File: src/rtl/mvu_stream_pkg.sv
// Shared sizing helpers and weight-stream types for the VVU weight streamer.
package mvu_stream_pkg;

    localparam int unsigned MW_DEF           = 25;
    localparam int unsigned MH_DEF           = 4;
    localparam int unsigned PE_DEF           = 1;
    localparam int unsigned SIMD_DEF         = 1;
    localparam int unsigned WEIGHT_WIDTH_DEF = 4;

    function automatic int unsigned calc_nf(input int unsigned mh, input int unsigned pe);
        return mh / pe;
    endfunction

    function automatic int unsigned calc_sf(input int unsigned mw, input int unsigned simd);
        return mw / simd;
    endfunction

    function automatic int unsigned calc_depth(input int unsigned mw, input int unsigned mh,
                                               input int unsigned pe, input int unsigned simd);
        return calc_nf(mh, pe) * calc_sf(mw, simd);
    endfunction

    function automatic int unsigned calc_word_w(input int unsigned pe, input int unsigned simd,
                                                input int unsigned ww);
        return pe * simd * ww;
    endfunction

    // AXI-stream data must be a whole number of bytes.
    function automatic int unsigned calc_stream_w(input int unsigned word_w);
        return (word_w + 7) / 8 * 8;
    endfunction

    localparam int unsigned NF       = calc_nf(MH_DEF, PE_DEF);
    localparam int unsigned SF       = calc_sf(MW_DEF, SIMD_DEF);
    localparam int unsigned DEPTH    = NF * SF;
    localparam int unsigned WORD_W   = calc_word_w(PE_DEF, SIMD_DEF, WEIGHT_WIDTH_DEF);
    localparam int unsigned STREAM_W = calc_stream_w(WORD_W);

    typedef logic [PE_DEF-1:0][SIMD_DEF-1:0][WEIGHT_WIDTH_DEF-1:0] weight_word_t;

    typedef struct packed {
        weight_word_t dat;
        logic         last;
    } fifo_entry_t;

endpackage

File: src/rtl/vvu_weight_streamer_if.sv
// AXI-stream weight bus between the streamer and the MVU/VVU wrapper.
interface vvu_weight_streamer_if #(
    parameter int unsigned DATA_W = 8
) ();
    logic [DATA_W-1:0] tdata;
    logic              tvalid;
    logic              tready;
    logic              tlast;

    modport master (output tdata, output tvalid, output tlast, input tready);
    modport slave  (input tdata, input tvalid, input tlast, output tready);
endinterface

File: src/rtl/stream_fifo.sv
// Shift-style FIFO whose head is always slot 0; zero-latency head, count output,
// push and pop together at any occupancy including full.
module stream_fifo #(
    parameter int unsigned ENTRIES = 4,
    parameter int unsigned WIDTH   = 8
) (
    input  logic                             clk,
    input  logic                             rst,
    input  logic                             push,
    input  logic [WIDTH-1:0]                 push_dat,
    input  logic                             pop,
    output logic [WIDTH-1:0]                 head_dat,
    output logic                             head_vld,
    output logic [$clog2(ENTRIES+1)-1:0]     count
);
    localparam int unsigned CW = $clog2(ENTRIES + 1);
    localparam int unsigned IW = (ENTRIES > 1) ? $clog2(ENTRIES) : 1;

    logic [WIDTH-1:0] slot     [ENTRIES];
    logic [WIDTH-1:0] slot_nxt [ENTRIES];
    logic [CW-1:0]    cnt_q;
    logic             do_pop;
    logic             do_push;
    logic [IW-1:0]    wr_idx;

    assign do_pop  = pop && (cnt_q != '0);
    assign do_push = push && ((cnt_q < CW'(ENTRIES)) || do_pop);

    always_comb begin
        wr_idx = '0;
        for (int i = 0; i < ENTRIES; i++) begin
            slot_nxt[i] = slot[i];
            if (do_pop && (i < ENTRIES - 1)) begin
                slot_nxt[i] = slot[IW'((i + 1) % ENTRIES)];
            end
        end
        // After a pop the first free slot moves down by one.
        if (do_push) begin
            wr_idx           = IW'(do_pop ? cnt_q - 1'b1 : cnt_q);
            slot_nxt[wr_idx] = push_dat;
        end
    end

    always_ff @(posedge clk) begin
        slot <= slot_nxt;
    end

    always_ff @(posedge clk or posedge rst) begin
        if (rst) begin
            cnt_q <= '0;
        end else begin
            cnt_q <= cnt_q + CW'(do_push) - CW'(do_pop);
        end
    end

    assign head_dat = slot[0];
    assign head_vld = (cnt_q != '0);
    assign count    = cnt_q;

    a_no_overflow: assert property (@(posedge clk) disable iff (rst)
        !(push && !do_pop && (cnt_q == CW'(ENTRIES))));

endmodule

File: src/rtl/vvu_weight_streamer.sv
// Replays an NF*SF weight memory as an endless AXI-stream in nf-major/sf order.
// Read-to-FIFO latency 2 edges after issue; credit (occupancy + in-flight) stalls reads on back-pressure.
module vvu_weight_streamer
    import mvu_stream_pkg::*;
#(
    parameter int unsigned MW           = 25,
    parameter int unsigned MH           = 4,
    parameter int unsigned PE           = 1,
    parameter int unsigned SIMD         = 1,
    parameter int unsigned WEIGHT_WIDTH = 4,
    parameter int unsigned FIFO_DEPTH   = 4
) (
    input  logic                                       ap_clk,
    input  logic                                       ap_rst,
    input  logic                                       en,
    input  logic                                       cfg_we,
    input  logic [$clog2((MH/PE)*(MW/SIMD))-1:0]       cfg_addr,
    input  logic [PE*SIMD*WEIGHT_WIDTH-1:0]            cfg_wdata,
    vvu_weight_streamer_if.master                      m_axis_weights,
    output logic                                       busy
);
    localparam int unsigned MEM_DEPTH   = calc_depth(MW, MH, PE, SIMD);
    localparam int unsigned WORD_BITS   = calc_word_w(PE, SIMD, WEIGHT_WIDTH);
    localparam int unsigned STREAM_BITS = calc_stream_w(WORD_BITS);
    localparam int unsigned AW          = $clog2(MEM_DEPTH);
    localparam int unsigned CW          = $clog2(FIFO_DEPTH + 1);
    localparam int unsigned SUMW        = CW + 1;

    typedef struct packed {
        logic [WORD_BITS-1:0] dat;
        logic                 last;
    } entry_t;

    logic [WORD_BITS-1:0] mem [MEM_DEPTH];
    logic [AW-1:0]        ptr;
    logic                 ptr_at_end;
    logic                 issue;
    logic                 s1_vld, s1_last, s2_vld, s2_last;
    logic [WORD_BITS-1:0] s1_dat, s2_dat;
    logic [1:0]           in_flight;
    logic [CW-1:0]        fifo_count;
    entry_t               push_entry;
    entry_t               head_entry;
    logic                 head_vld;
    logic                 pop;

    assign ptr_at_end = (ptr == AW'(MEM_DEPTH - 1));
    assign in_flight  = 2'(s1_vld) + 2'(s2_vld);

    // Counting in-flight reads as occupied slots guarantees a landing slot for every issued read.
    assign issue = en && !cfg_we &&
                   ((SUMW'(fifo_count) + SUMW'(in_flight)) < SUMW'(FIFO_DEPTH));

    // Single port: a config write takes the port and suppresses that cycle's read.
    always_ff @(posedge ap_clk) begin
        if (cfg_we) begin
            mem[cfg_addr] <= cfg_wdata;
        end else if (issue) begin
            s1_dat <= mem[ptr];
        end
    end

    always_ff @(posedge ap_clk) begin
        if (s1_vld) begin
            s2_dat <= s1_dat;
        end
    end

    always_ff @(posedge ap_clk or posedge ap_rst) begin
        if (ap_rst) begin
            ptr     <= '0;
            s1_vld  <= 1'b0;
            s1_last <= 1'b0;
            s2_vld  <= 1'b0;
            s2_last <= 1'b0;
        end else begin
            s1_vld  <= issue;
            s2_vld  <= s1_vld;
            s2_last <= s1_last;
            if (issue) begin
                s1_last <= ptr_at_end;
                ptr     <= ptr_at_end ? '0 : ptr + 1'b1;
            end
        end
    end

    assign push_entry.dat  = s2_dat;
    assign push_entry.last = s2_last;

    stream_fifo #(
        .ENTRIES (FIFO_DEPTH),
        .WIDTH   ($bits(entry_t))
    ) u_fifo (
        .clk      (ap_clk),
        .rst      (ap_rst),
        .push     (s2_vld),
        .push_dat (push_entry),
        .pop      (pop),
        .head_dat (head_entry),
        .head_vld (head_vld),
        .count    (fifo_count)
    );

    assign pop = head_vld && m_axis_weights.tready;

    assign m_axis_weights.tvalid = head_vld;
    assign m_axis_weights.tdata  = STREAM_BITS'(head_entry.dat);
    assign m_axis_weights.tlast  = head_vld && head_entry.last;

    assign busy = en || (in_flight != 2'd0) || (fifo_count != '0);

endmodule
File: src/flat_wrapper.sv
// flat-port wrapper written by rule: the top's interface ports become plain ports
module vvu_weight_streamer_flat import mvu_stream_pkg::*;
#(
    parameter int unsigned MW           = 25,
    parameter int unsigned MH           = 4,
    parameter int unsigned PE           = 1,
    parameter int unsigned SIMD         = 1,
    parameter int unsigned WEIGHT_WIDTH = 4,
    parameter int unsigned FIFO_DEPTH   = 4
)
  (ap_clk, ap_rst, en, cfg_we, cfg_addr, cfg_wdata, busy, m_axis_weights_tdata, m_axis_weights_tvalid, m_axis_weights_tlast, m_axis_weights_tready);
  vvu_weight_streamer_if m_axis_weights_i ();
  input  logic ap_clk;
  input  logic ap_rst;
  input  logic en;
  input  logic cfg_we;
  input  logic [$clog2((MH/PE)*(MW/SIMD))-1:0] cfg_addr;
  input  logic [PE*SIMD*WEIGHT_WIDTH-1:0] cfg_wdata;
  output logic busy;
  output wire logic [$bits(m_axis_weights_i.tdata)-1:0] m_axis_weights_tdata;
  output wire logic [$bits(m_axis_weights_i.tvalid)-1:0] m_axis_weights_tvalid;
  output wire logic [$bits(m_axis_weights_i.tlast)-1:0] m_axis_weights_tlast;
  input wire logic [$bits(m_axis_weights_i.tready)-1:0] m_axis_weights_tready;
  assign m_axis_weights_tdata = m_axis_weights_i.tdata;
  assign m_axis_weights_tvalid = m_axis_weights_i.tvalid;
  assign m_axis_weights_tlast = m_axis_weights_i.tlast;
  assign m_axis_weights_i.tready = m_axis_weights_tready;
  vvu_weight_streamer #(.MW(MW), .MH(MH), .PE(PE), .SIMD(SIMD), .WEIGHT_WIDTH(WEIGHT_WIDTH), .FIFO_DEPTH(FIFO_DEPTH)) u_core (.ap_clk(ap_clk), .ap_rst(ap_rst), .en(en), .cfg_we(cfg_we), .cfg_addr(cfg_addr), .cfg_wdata(cfg_wdata), .m_axis_weights(m_axis_weights_i), .busy(busy));
endmodule
File: config.mk
export PLATFORM = sky130hd
export DESIGN_NAME = vvu_weight_streamer_flat
export DESIGN_NICKNAME = d
export VERILOG_FILES = /design/src/rtl/mvu_stream_pkg.sv /design/src/rtl/vvu_weight_streamer_if.sv /design/src/rtl/stream_fifo.sv /design/src/rtl/vvu_weight_streamer.sv /design/src/flat_wrapper.sv
export SDC_FILE = /design/constraint.sdc
export NUM_CORES = 1
export LEC_CHECK = 0
export BUFFER_PORTS_ARGS = -buffer_cell sky130_fd_sc_hd__buf_2
export CAP_MARGIN = 5
export CORE_ASPECT_RATIO = 0.5
export CORE_MARGIN = 2
export CORE_UTILIZATION = 60
export DETAILED_ROUTE_END_ITERATION = 6
export PLACE_DENSITY = 0.78
export SETUP_SLACK_MARGIN = 0.4
export SYNTH_ARGS = -nofsm -noshare
export SYNTH_HDL_FRONTEND = slang
export SYNTH_SLANG_ARGS = --single-unit
File: constraint.sdc
create_clock -name ap_clk -period 7.2 [get_ports ap_clk]
set_clock_uncertainty 0.1 [all_clocks]
set_input_delay 0 -clock ap_clk [delete_from_list [all_inputs] [get_ports ap_clk]]
set_output_delay 0 -clock ap_clk [all_outputs]
set_load 0.02 [all_outputs]
==> out/metrics.yaml <==
gp_congestion: 0.874
syn2layout_area_growth_pct: 9.23
grt_pass1_wl_um: 58100
finalHoldViolCount: 0
nNetsFinal: 1024
dp_hpwl_um: 23100
drt-total-wl_um: 38400
dieArea_sq_mm: 0.0313
clk_pin_slew_worst_paths_ns: 0.07
insertion_delay_ns: 0.54
grt.total_usage_pct: 25.5
portBuffers: 22
dpl_worst_slack_ns: 3.29
cts_setup_buffers: 0
outcome: "finished clean"
synthesis.area_sq_mm: 0.0179
end_kind: "flip-flop"
postCtsHoldBufs: 7
die_w_um: 248
ys_ff_latch: 442
ys_seq_area_share_pct: 72.9
async_reset_ff_share_pct: 3.17
synth-main-ff-cell: "edfxtp_1"
vias: 9331
slew_headroom_pct: 30.1
synth_cell_type_count: 58
start_util_pct: 61.4
power.density_mw_per_mm2: 347
p_leak_nw: 6.20
min_period_over_period_pct: 53.7
maxCapViolCount: 0
syn_avg_cell_area_sq_um: 18.4
ir_worst_vdd_mv: 0.238
yosysWarnings: 0
syn-instance-count: 974
ioPinCount: 27
avgViaCountPerCell: 6.57
grt_pass1_vias: 9316
synth_edf_count: 413
core-area_sq_mm: 0.0292
drc: 0
total_power_mw: 6.78
dieHeight_um: 126
antenna_found_initial: 0
report.final.setup_viol: 0
antenna_cells: 0
holdCritPathClass: "input pin to flip-flop"
drv_slew: 0
critPathKind: "flip-flop to flip-flop"
crit_path_start_kind: "flip-flop"
cp.required_ns: 7.39
rsz0062_at_grt: "no"
layout_min_cycle_time_ns: 3.87
row_count: 44
cts_tree: "yes"
cts-root-buf: "clkbuf_16"
routedWlPerCell_um: 27.0
dr.pass1.iters: 7
cp_max_fo: 55
cts_sinks: 442
drive_gt1_share_pct: 21.6
setup_slack_ns: 3.33
drt_iter0_markers: 1291
cp.arrival_ns: 4.05
timing.setup.tns_ns: 0
fmaxAchievable_mhz: 259
grt_max_degree: 101
htree_levels: 2
grt_overflow: 0
cts-buffers-inserted: 38
clk_path_buf_depth: 3
cts_resized: 0
ant_nets: 0
tightestPinTransition_ns: 1.05
[synthesized netlist by cell type, types with 2 or more instances]
library cell	n	share of area, %
a32oi_1	2	0.098
nand2_1	34	0.71
buf_4	12	0.50
o32ai_1	2	0.098
nor3_1	13	0.36
o31ai_1	2	0.084
a41oi_1	2	0.098
nand2b_1	3	0.10
nor2_1	113	2.4
o21ai_0	10	0.28
buf_2	11	0.31
buf_1	7	0.15
edfxtp_1	413	69
or3_1	3	0.10
dfxtp_1	15	1.7
xnor2_1	4	0.20
mux2_2	40	2.5
a31oi_1	4	0.14
o211ai_1	3	0.13
a21oi_1	8	0.22
buf_12	2	0.22
and2_1	3	0.10
dfrtp_1	14	2.0
clkinv_1	2	0.042
clkbuf_1	17	0.36
buf_6	6	0.38
or3b_2	3	0.15
o41ai_1	2	0.098
ha_1	6	0.42
o221ai_1	8	0.39
mux4_1	2	0.29
nand3_1	17	0.48
nand3b_1	2	0.084
nand4_1	8	0.28
nor2b_1	13	0.45
o22ai_1	4	0.14
a221oi_1	6	0.29
mux2i_1	38	2.1
mux4_2	88	11
a21o_1	2	0.084
inv_1	13	0.27
[layout make-up]
class	count	area [sq um]
clock buffers	51	1090
clock inverters	18	139
fillers	1835	9620
inverters	15	56.3
multi-input cells	465	4470
flip-flops and latches	442	13100
well taps	391	489
repair buffers	39	255
[cell usage in the layout (no fill, tap or decap), drive strengths merged, types with 3 or more instances in the layout]
master       Yosys  final
mux4            90     90
or3b             3      3
nand4            8      8
o21ai           10     10
dlygate4sd3      0      7
or3              3      3
xnor2            4      4
buf             38     32
dfrtp           14     14
o221ai           8      8
edfxtp         413    413
inv             13     14
dfxtp           15     15
nand3           17     17
a21oi            8      8
and2             3      3
nand2           34     34
o22ai            4      4
conb             1      4
mux2            40     40
ha               6      6
clkinv           2     17
clkbuf          17     51
nor3            13     13
nor2b           13     13
nor2           113    113
a221oi           6      6
o211ai           4      4
a31oi            4      4
mux2i           38     38
nand2b           3      3
[path summary, 6_finish.rpt]
path | from | endpoint | slack [ns] | depth (start not counted)
worst max-delay path | u_core.ptr[0] | u_core.s1_dat[2] | 3.33 | 6
worst min-delay path | cfg_addr[1] | u_core.mem[69][2] | 0.02 | 4
worst max register to register | u_core.ptr[0] | u_core.s1_dat[2] | 3.33 | 6
worst min register to register | u_core.s1_last | u_core.s2_last | 0.28 | 0
max in group asynchronous | ap_rst | u_core.ptr[0] | 6.03 | 4
min in group asynchronous | ap_rst | u_core.u_fifo.count[2] | 0.52 | 4
[critical path, cell delays in order, from the launching register on]
cell and delay (ns):
dfrtp_4 1.12, buf_4 0.64, mux4_2 0.58, mux2_2 0.30, a221oi_1 0.39, o311ai_0 0.26, o2bb2ai_1 0.18
[logic make-up (layout without fill, tap and decap cells)]
logic type	Yosys count	in the layout	share of synthesized area, %
DFF	442	442	72.9
and+or+nand+nor	215	215	5.35
muxes	168	168	16.0
buffers and inverters	70	123	2.23
AOI/OAI and AO/OA	67	67	2.78
adders and majority gates	7	7	0.531
xor gates and xnor gates	4	4	0.196
other	1	4	0.0209
[through the flow]
step	hold WS, ns	util (%)	cells	instance area (sq um)
2_1_floorplan	-0.211	-	977	17900
3_3_place_gp	-0.0329	62.6	1345	18300
3_5_place_dp	-0.00979	62.6	1345	18300
4_1_cts	0.00564	67.0	1421	19600
5_1_grt	0.0445	67.0	1421	19600
6_report	0.0224	67.0	1421	19600
[flip-flops by register name, indices dropped and copies added (netlist names), named ones only]
| name | flops |
|---|---|
| u_core.mem | 400 |
| u_core.ptr | 7 |
| u_core.s1_dat | 4 |
| u_core.s1_last | 1 |
| u_core.s1_vld | 1 |
| u_core.s2_dat | 4 |
| u_core.s2_last | 1 |
| u_core.s2_vld | 1 |
| u_core.u_fifo.count | 3 |
| u_core.u_fifo.head_dat | 5 |
| u_core.u_fifo.slot | 10 |
[where the power goes]
part	internal (mW)	switching, mW	leakage, nW
registers	2.90	0.212	4.02
clock network	1.14	0.892	0.609
logic	0.796	0.833	1.58
[routing by layer]
layer / vias to the layer above / wire length [um] / global-route usage [%]
li1: 3940 / - / -
met1: 4730 / 15900 / 37.8
met2: 570 / 17400 / 37.3
met3: 91 / 4220 / 7.50
met4: 0 / 955 / 7.53
met5: - / 0 / 0
(Power assumes the default switching activity.)
